[src/rtl/sram_port_arbiter.sv]
// Round-robin arbiter sharing one single-port SRAM between NumReq requesters.
// An optional sequencer zero-fills every word after reset before any grant.
//
// Ports:
//   clk_i, rst_ni               clock, async active-low reset
//   req_i/we_i/addr_i/wdata_i/be_i   per-requester request bundle
//   gnt_o                       one-hot grant (combinational)
//   rvalid_o                    one-hot response, Latency cycles after grant
//   rdata_o                     read data broadcast, qualified by rvalid_o
//   init_done_o                 SRAM usable
//   sram_*                      single port towards the SRAM wrapper
module sram_port_arbiter #(
   parameter int unsigned NumReq    = 2,
   parameter int unsigned NumWords  = 1024,
   parameter int unsigned DataWidth = 64,
   parameter int unsigned ByteWidth = 8,
   parameter int unsigned Latency   = 1,
   parameter bit          InitZero  = 1'b1,
   parameter int unsigned AddrWidth = (NumWords > 1) ? $clog2(NumWords) : 1,
   parameter int unsigned BeWidth   = (DataWidth + ByteWidth - 1) / ByteWidth
) (
   input  logic                                clk_i,
   input  logic                                rst_ni,
   input  logic [NumReq-1:0]                   req_i,
   input  logic [NumReq-1:0]                   we_i,
   input  logic [NumReq-1:0][AddrWidth-1:0]    addr_i,
   input  logic [NumReq-1:0][DataWidth-1:0]    wdata_i,
   input  logic [NumReq-1:0][BeWidth-1:0]      be_i,
   output logic [NumReq-1:0]                   gnt_o,
   output logic [NumReq-1:0]                   rvalid_o,
   output logic [DataWidth-1:0]                rdata_o,
   output logic                                init_done_o,
   output logic                                sram_req_o,
   output logic                                sram_we_o,
   output logic [AddrWidth-1:0]                sram_addr_o,
   output logic [DataWidth-1:0]                sram_wdata_o,
   output logic [BeWidth-1:0]                  sram_be_o,
   input  logic [DataWidth-1:0]                sram_rdata_i
);

   localparam int unsigned IdxWidth = (NumReq > 1) ? $clog2(NumReq) : 1;

   typedef enum logic {INIT, RUN} state_e;
   localparam state_e ResetState = InitZero ? INIT : RUN;

   state_e                 state_q, state_d;
   logic [AddrWidth-1:0]   cnt_q, cnt_d;
   logic [IdxWidth-1:0]    ptr_q, ptr_d;
   logic                   done_q;
   logic                   run;
   logic                   found;
   logic                   grant;
   logic [IdxWidth-1:0]    win;
   int unsigned            scan;

   logic [Latency-1:0]                 vld_q;
   logic [Latency-1:0][IdxWidth-1:0]   pidx_q;

   // done_q also gates RUN so that nothing is granted before the first
   // edge after reset release when the zero-fill is skipped.
   assign run         = (state_q == RUN) && done_q;
   assign init_done_o = done_q;
   assign grant       = run && found;
   assign rdata_o     = sram_rdata_i;

   always_ff @(posedge clk_i or negedge rst_ni) begin
      if (!rst_ni) begin
         state_q <= ResetState;
         cnt_q   <= '0;
         ptr_q   <= '0;
         done_q  <= 1'b0;
      end else begin
         state_q <= state_d;
         cnt_q   <= cnt_d;
         ptr_q   <= ptr_d;
         done_q  <= (state_d == RUN);
      end
   end

   always_comb begin
      state_d = state_q;
      cnt_d   = cnt_q;
      unique case (state_q)
         INIT: begin
            cnt_d = cnt_q + 1'b1;
            if (cnt_q == AddrWidth'(NumWords - 1)) begin
               state_d = RUN;
            end
         end
         RUN: begin
            state_d = RUN;
         end
      endcase
   end

   // First asserted request at or after the pointer, wrapping around.
   always_comb begin
      found = 1'b0;
      win   = '0;
      scan  = 0;
      for (int unsigned i = 0; i < NumReq; i++) begin
         scan = (32'(ptr_q) + i) % NumReq;
         if (!found && req_i[IdxWidth'(scan)]) begin
            found = 1'b1;
            win   = IdxWidth'(scan);
         end
      end
   end

   always_comb begin
      ptr_d = ptr_q;
      gnt_o = '0;
      if (grant) begin
         gnt_o = NumReq'(1) << win;
         ptr_d = IdxWidth'((32'(win) + 1) % NumReq);
      end
   end

   // The macro must see no access while reset is held.
   always_comb begin
      sram_req_o   = 1'b0;
      sram_we_o    = 1'b0;
      sram_addr_o  = '0;
      sram_wdata_o = '0;
      sram_be_o    = '0;
      if (state_q == INIT) begin
         sram_req_o  = rst_ni;
         sram_we_o   = 1'b1;
         sram_addr_o = cnt_q;
         sram_be_o   = '1;
      end else if (grant) begin
         sram_req_o   = 1'b1;
         sram_we_o    = we_i[win];
         sram_addr_o  = addr_i[win];
         sram_wdata_o = wdata_i[win];
         sram_be_o    = be_i[win];
      end
   end

   always_ff @(posedge clk_i or negedge rst_ni) begin
      if (!rst_ni) begin
         vld_q  <= '0;
         pidx_q <= '0;
      end else begin
         vld_q[0]  <= grant;
         pidx_q[0] <= win;
         for (int unsigned i = 1; i < Latency; i++) begin
            vld_q[i]  <= vld_q[i-1];
            pidx_q[i] <= pidx_q[i-1];
         end
      end
   end

   assign rvalid_o = vld_q[Latency-1] ?
                     (NumReq'(1) << pidx_q[Latency-1]) : '0;

endmodule

[config.mk]
export PLATFORM = sky130hd
export DESIGN_NAME = sram_port_arbiter
export DESIGN_NICKNAME = d
export VERILOG_FILES = /design/src/rtl/sram_port_arbiter.sv
export SDC_FILE = /design/constraint.sdc
export NUM_CORES = 1
export LEC_CHECK = 0
export CORE_AREA = 2 2 149 151
export CTS_BUF_LIST = sky130_fd_sc_hd__clkbuf_4 sky130_fd_sc_hd__clkbuf_8
export DETAILED_ROUTE_END_ITERATION = 6
export DIE_AREA = 0 0 151 153
export PLACE_DENSITY = 0.49
export RECOVER_POWER = 50
export SETUP_SLACK_MARGIN = 0.5
export SLEW_MARGIN = 0
export SYNTH_ARGS = -nofsm -noshare
export SYNTH_HDL_FRONTEND = slang
export SYNTH_SLANG_ARGS = --single-unit
export TNS_END_PERCENT = 20
[constraint.sdc]
create_clock -name clk_i -period 1.7 [get_ports clk_i]
set_input_delay 0.425 -clock clk_i [delete_from_list [all_inputs] [get_ports clk_i]]
set_output_delay 0.425 -clock clk_i [all_outputs]
set_load 0.05 [all_outputs]
==> results of run 1 <==
## final timing paths
path,start,to,slack [ps]
setup reg to reg,init_done_o,cnt_q[9],290
setup / recovery,ptr_q,sram_addr_o[5],-450
hold / removal,cnt_q[9],cnt_q[9],500
hold reg to reg,cnt_q[9],cnt_q[9],500
min in group asynchronous,rst_ni,cnt_q[3],870
max in group asynchronous,rst_ni,cnt_q[2],270
## worst max-delay path: stages, from the launching register on
cell,delay [ps]
dfrtp_1,390
nand2_1,90
and3_4,200
buf_4,140
buf_4,130
a221o_2,370
buf_12,160
## Yosys cell counts
cell       n  area [um2]
a22o_1    64         561
buf_4     64         480
a221o_1   18         180
dfrtp_1   14         350
buf_6     11         124
buf_2      8        40.0
xnor2_1    6        52.6
and4_1     5        43.8
nand2_1    5        18.8
nor2b_1    5        31.3
nand4_1    4        25.0
xor2_1     3        26.3
a21o_1     2        15.0
and2_1     2        12.5
and3_1     2        12.5
buf_1      2        7.51
nor2_1     2        7.51
a21oi_1    1        5.00
a31oi_1    1        6.26
and3_4     1        11.3
and3b_1    1        8.76
clkinv_1   1        3.75
ha_1       1        12.5
inv_1      1        3.75
mux2_2     1        11.3
nand2b_1   1        6.26
nand2b_4   1        13.8
nand3_1    1        5.00
nor3_1     1        5.00
nor3b_1    1        7.51
o21ai_0    1        5.00
o31ai_1    1        7.51
## per-stage QoR
stage               hold slack [ps]  cells  area (um2)  setup slack, ps
CTS                             507    722        6060             -433
detailed placement              497    706        5760             -751
floorplan                       129    232        2370             -255
finish                          497    723        6200             -455
global placement                492    706        5760             -725
global route                    524    723        6200             -509
## cells in the final DEF, fill, tap and decap left out, types with 3 or more instances in the layout
master and instances:
a22o_4 32, dfrtp_2 4, dfrtp_1 10, buf_4 17, buf_6 5, and4_1 4
nand2_1 3, buf_16 3, clkbuf_8 3, a22o_2 30, buf_12 96, nand4_1 4
nor2b_1 4, clkdlybuf4s50_1 166, xnor2_1 4, a221o_2 17, xor2_1 3
## cells by family after synthesis
logic type	share of synthesized area
muxes	0.00536
AOI/OAI and AO/OA	0.371
xor gates and xnor gates	0.0375
and+or+nand+nor	0.0995
buffers and inverters	0.314
DFF	0.167
adders and majority gates	0.00595
## area by class of cell
cell class                 instances  area [um2]  area share
clock buffer                       4        48.8     0.00788
inverter                           2        10.0     0.00162
multi-input combinational        131        1530       0.247
sequential                        14         355      0.0574
tap                              280         350      0.0565
timing repair buffer             292        3900       0.630
## timing repair
item | in CTS | in global routing
pin swaps | 36 | 18
buffers inserted | 10 | 1
cloned | 2 | 0
hold buffers | 0 | 0
setup endpoints to repair | 98 | 98
gates resized for setup | 28 | 26
## per-layer routing
metal	vias up	part of all wire	wire length, um
met5	-	0	0
met4	0	0.021	255
met3	26	0.088	1090
met2	161	0.52	6460
met1	1302	0.37	4520
li1	1251	-	-
## registers in the layout, summed over array words and instances (netlist names)
signal / count
vld_q: 1
ptr_q: 1
cnt_q: 10
init_done_o: 1
pidx_q: 1
## report_power, final
group	switching [uW]	total (uW)	internal, uW	leakage, uW
Combinational	113	466	353	0.00235
Sequential	1.32	336	334	0.000175
Clock	116	298	181	0.0000262
==> out/qor.yml, run 1 <==
detailed_routing:
  wirelength_mm: 12.3
  drtIter0Drc: 69
  post_drt_via_cell_ratio: 3.79
  drt_first_pass_iters: 4
  drcViolationCount: 0
  wl_per_cell_um: 17.0
  drt.antenna.violating_nets: 0
  vias: 2740
global_routing:
  grt-busiest-layer: "met2"
  grtUsageMet3: 0.0236
  grt_pass1_wl_mm: 17.5
  use_met1: 0.107
  antenna_found_initial: 0
  gr-total-overflow: 0
  met2_usage: 0.182
  grt_pass1_vias: 2996
  track_usage: 0.0961
  grt_max_degree: 37
hold_path:
  min_delay_path_depth: 1
  hold_class: "flip-flop to flip-flop"
finish:
  layout.nets: 679
  syn_to_final_growth_pct: 195
  antenna_cells: 0
  drive_gt1_frac: 0.526
  final_util: 0.288
  fillerInstances: 2203
cts:
  clk_pin_slew_worst_paths_ps: 60
  cts_made_buffers: 3
  clk_latency_ps: 240
  clk_path_buf_depth: 2
  numClockSinks: 14
  root_buffer: "clkbuf_8"
  cts_tree: "yes"
  ctsHtreeMaxLevel: 1
timing:
  slew-limit-headroom: 0.457
  hold_viol_final: 0
  fin_crit_ps: 2150
  tightest_slew_ps: 814
  rsz0062_at_grt: "true"
  setup_ws_ps: -455
  maxSlewViolCount: 0
  skew_ps: 2.46
  fin_crit_sh: 1.27
  fmax_mhz: 464
  setup_viol: 86
  setup-tns-final_ps: -32980
synthesis:
  synth.avg_cell_area_um2: 9.06
  yosysSeqAreaShare: 0.167
  synth-seq-cells: 14
  ys_types: 32
  syn_inst: 232
  synth_warnings: 0
  syn-cell-area_um2: 2100
  synth_nets: 467
setup_path:
  crit_path_max_fanout: 6
  required_ps: 1270
  arrival_ps: 1730
  critPathKind: "flip-flop to output port"
  cp-start-kind: "flip-flop"
  end_kind: "output port"
  reg2reg_depth: 5
die:
  initial_core_util: 0.0978
  fp.dieArea_um2: 23100
  die_height_um: 153
  io_pins: 387
  core_region_area_um2: 21500
  die_w_um: 151
  rows: 54
placement:
  numPortBuffers: 258
  hpwl_mm: 9.93
  place_congestion: 0.763
run_status:
  status: "finished, violations left"
  violations: "negative setup slack"
power:
  p_per_area_nw_per_um2: 177
  vdd_drop_max_mv: 0.154
  finalPower_uw: 1100
  p_leak_uw: 0.00255
job:
  cap_violations: 0
Power figures use the tool's default switching activity.
==> run 2, diff against run 1 <==
--- a/config.mk
+++ b/config.mk
@@ -12,7 +12,6 @@
 export PLACE_DENSITY = 0.49
 export RECOVER_POWER = 50
 export SETUP_SLACK_MARGIN = 0.5
-export SLEW_MARGIN = 0
 export SYNTH_ARGS = -nofsm -noshare
 export SYNTH_HDL_FRONTEND = slang
 export SYNTH_SLANG_ARGS = --single-unit
==> results of run 2 <==
Final layout, timing and power as in run 1 (identical DEF).
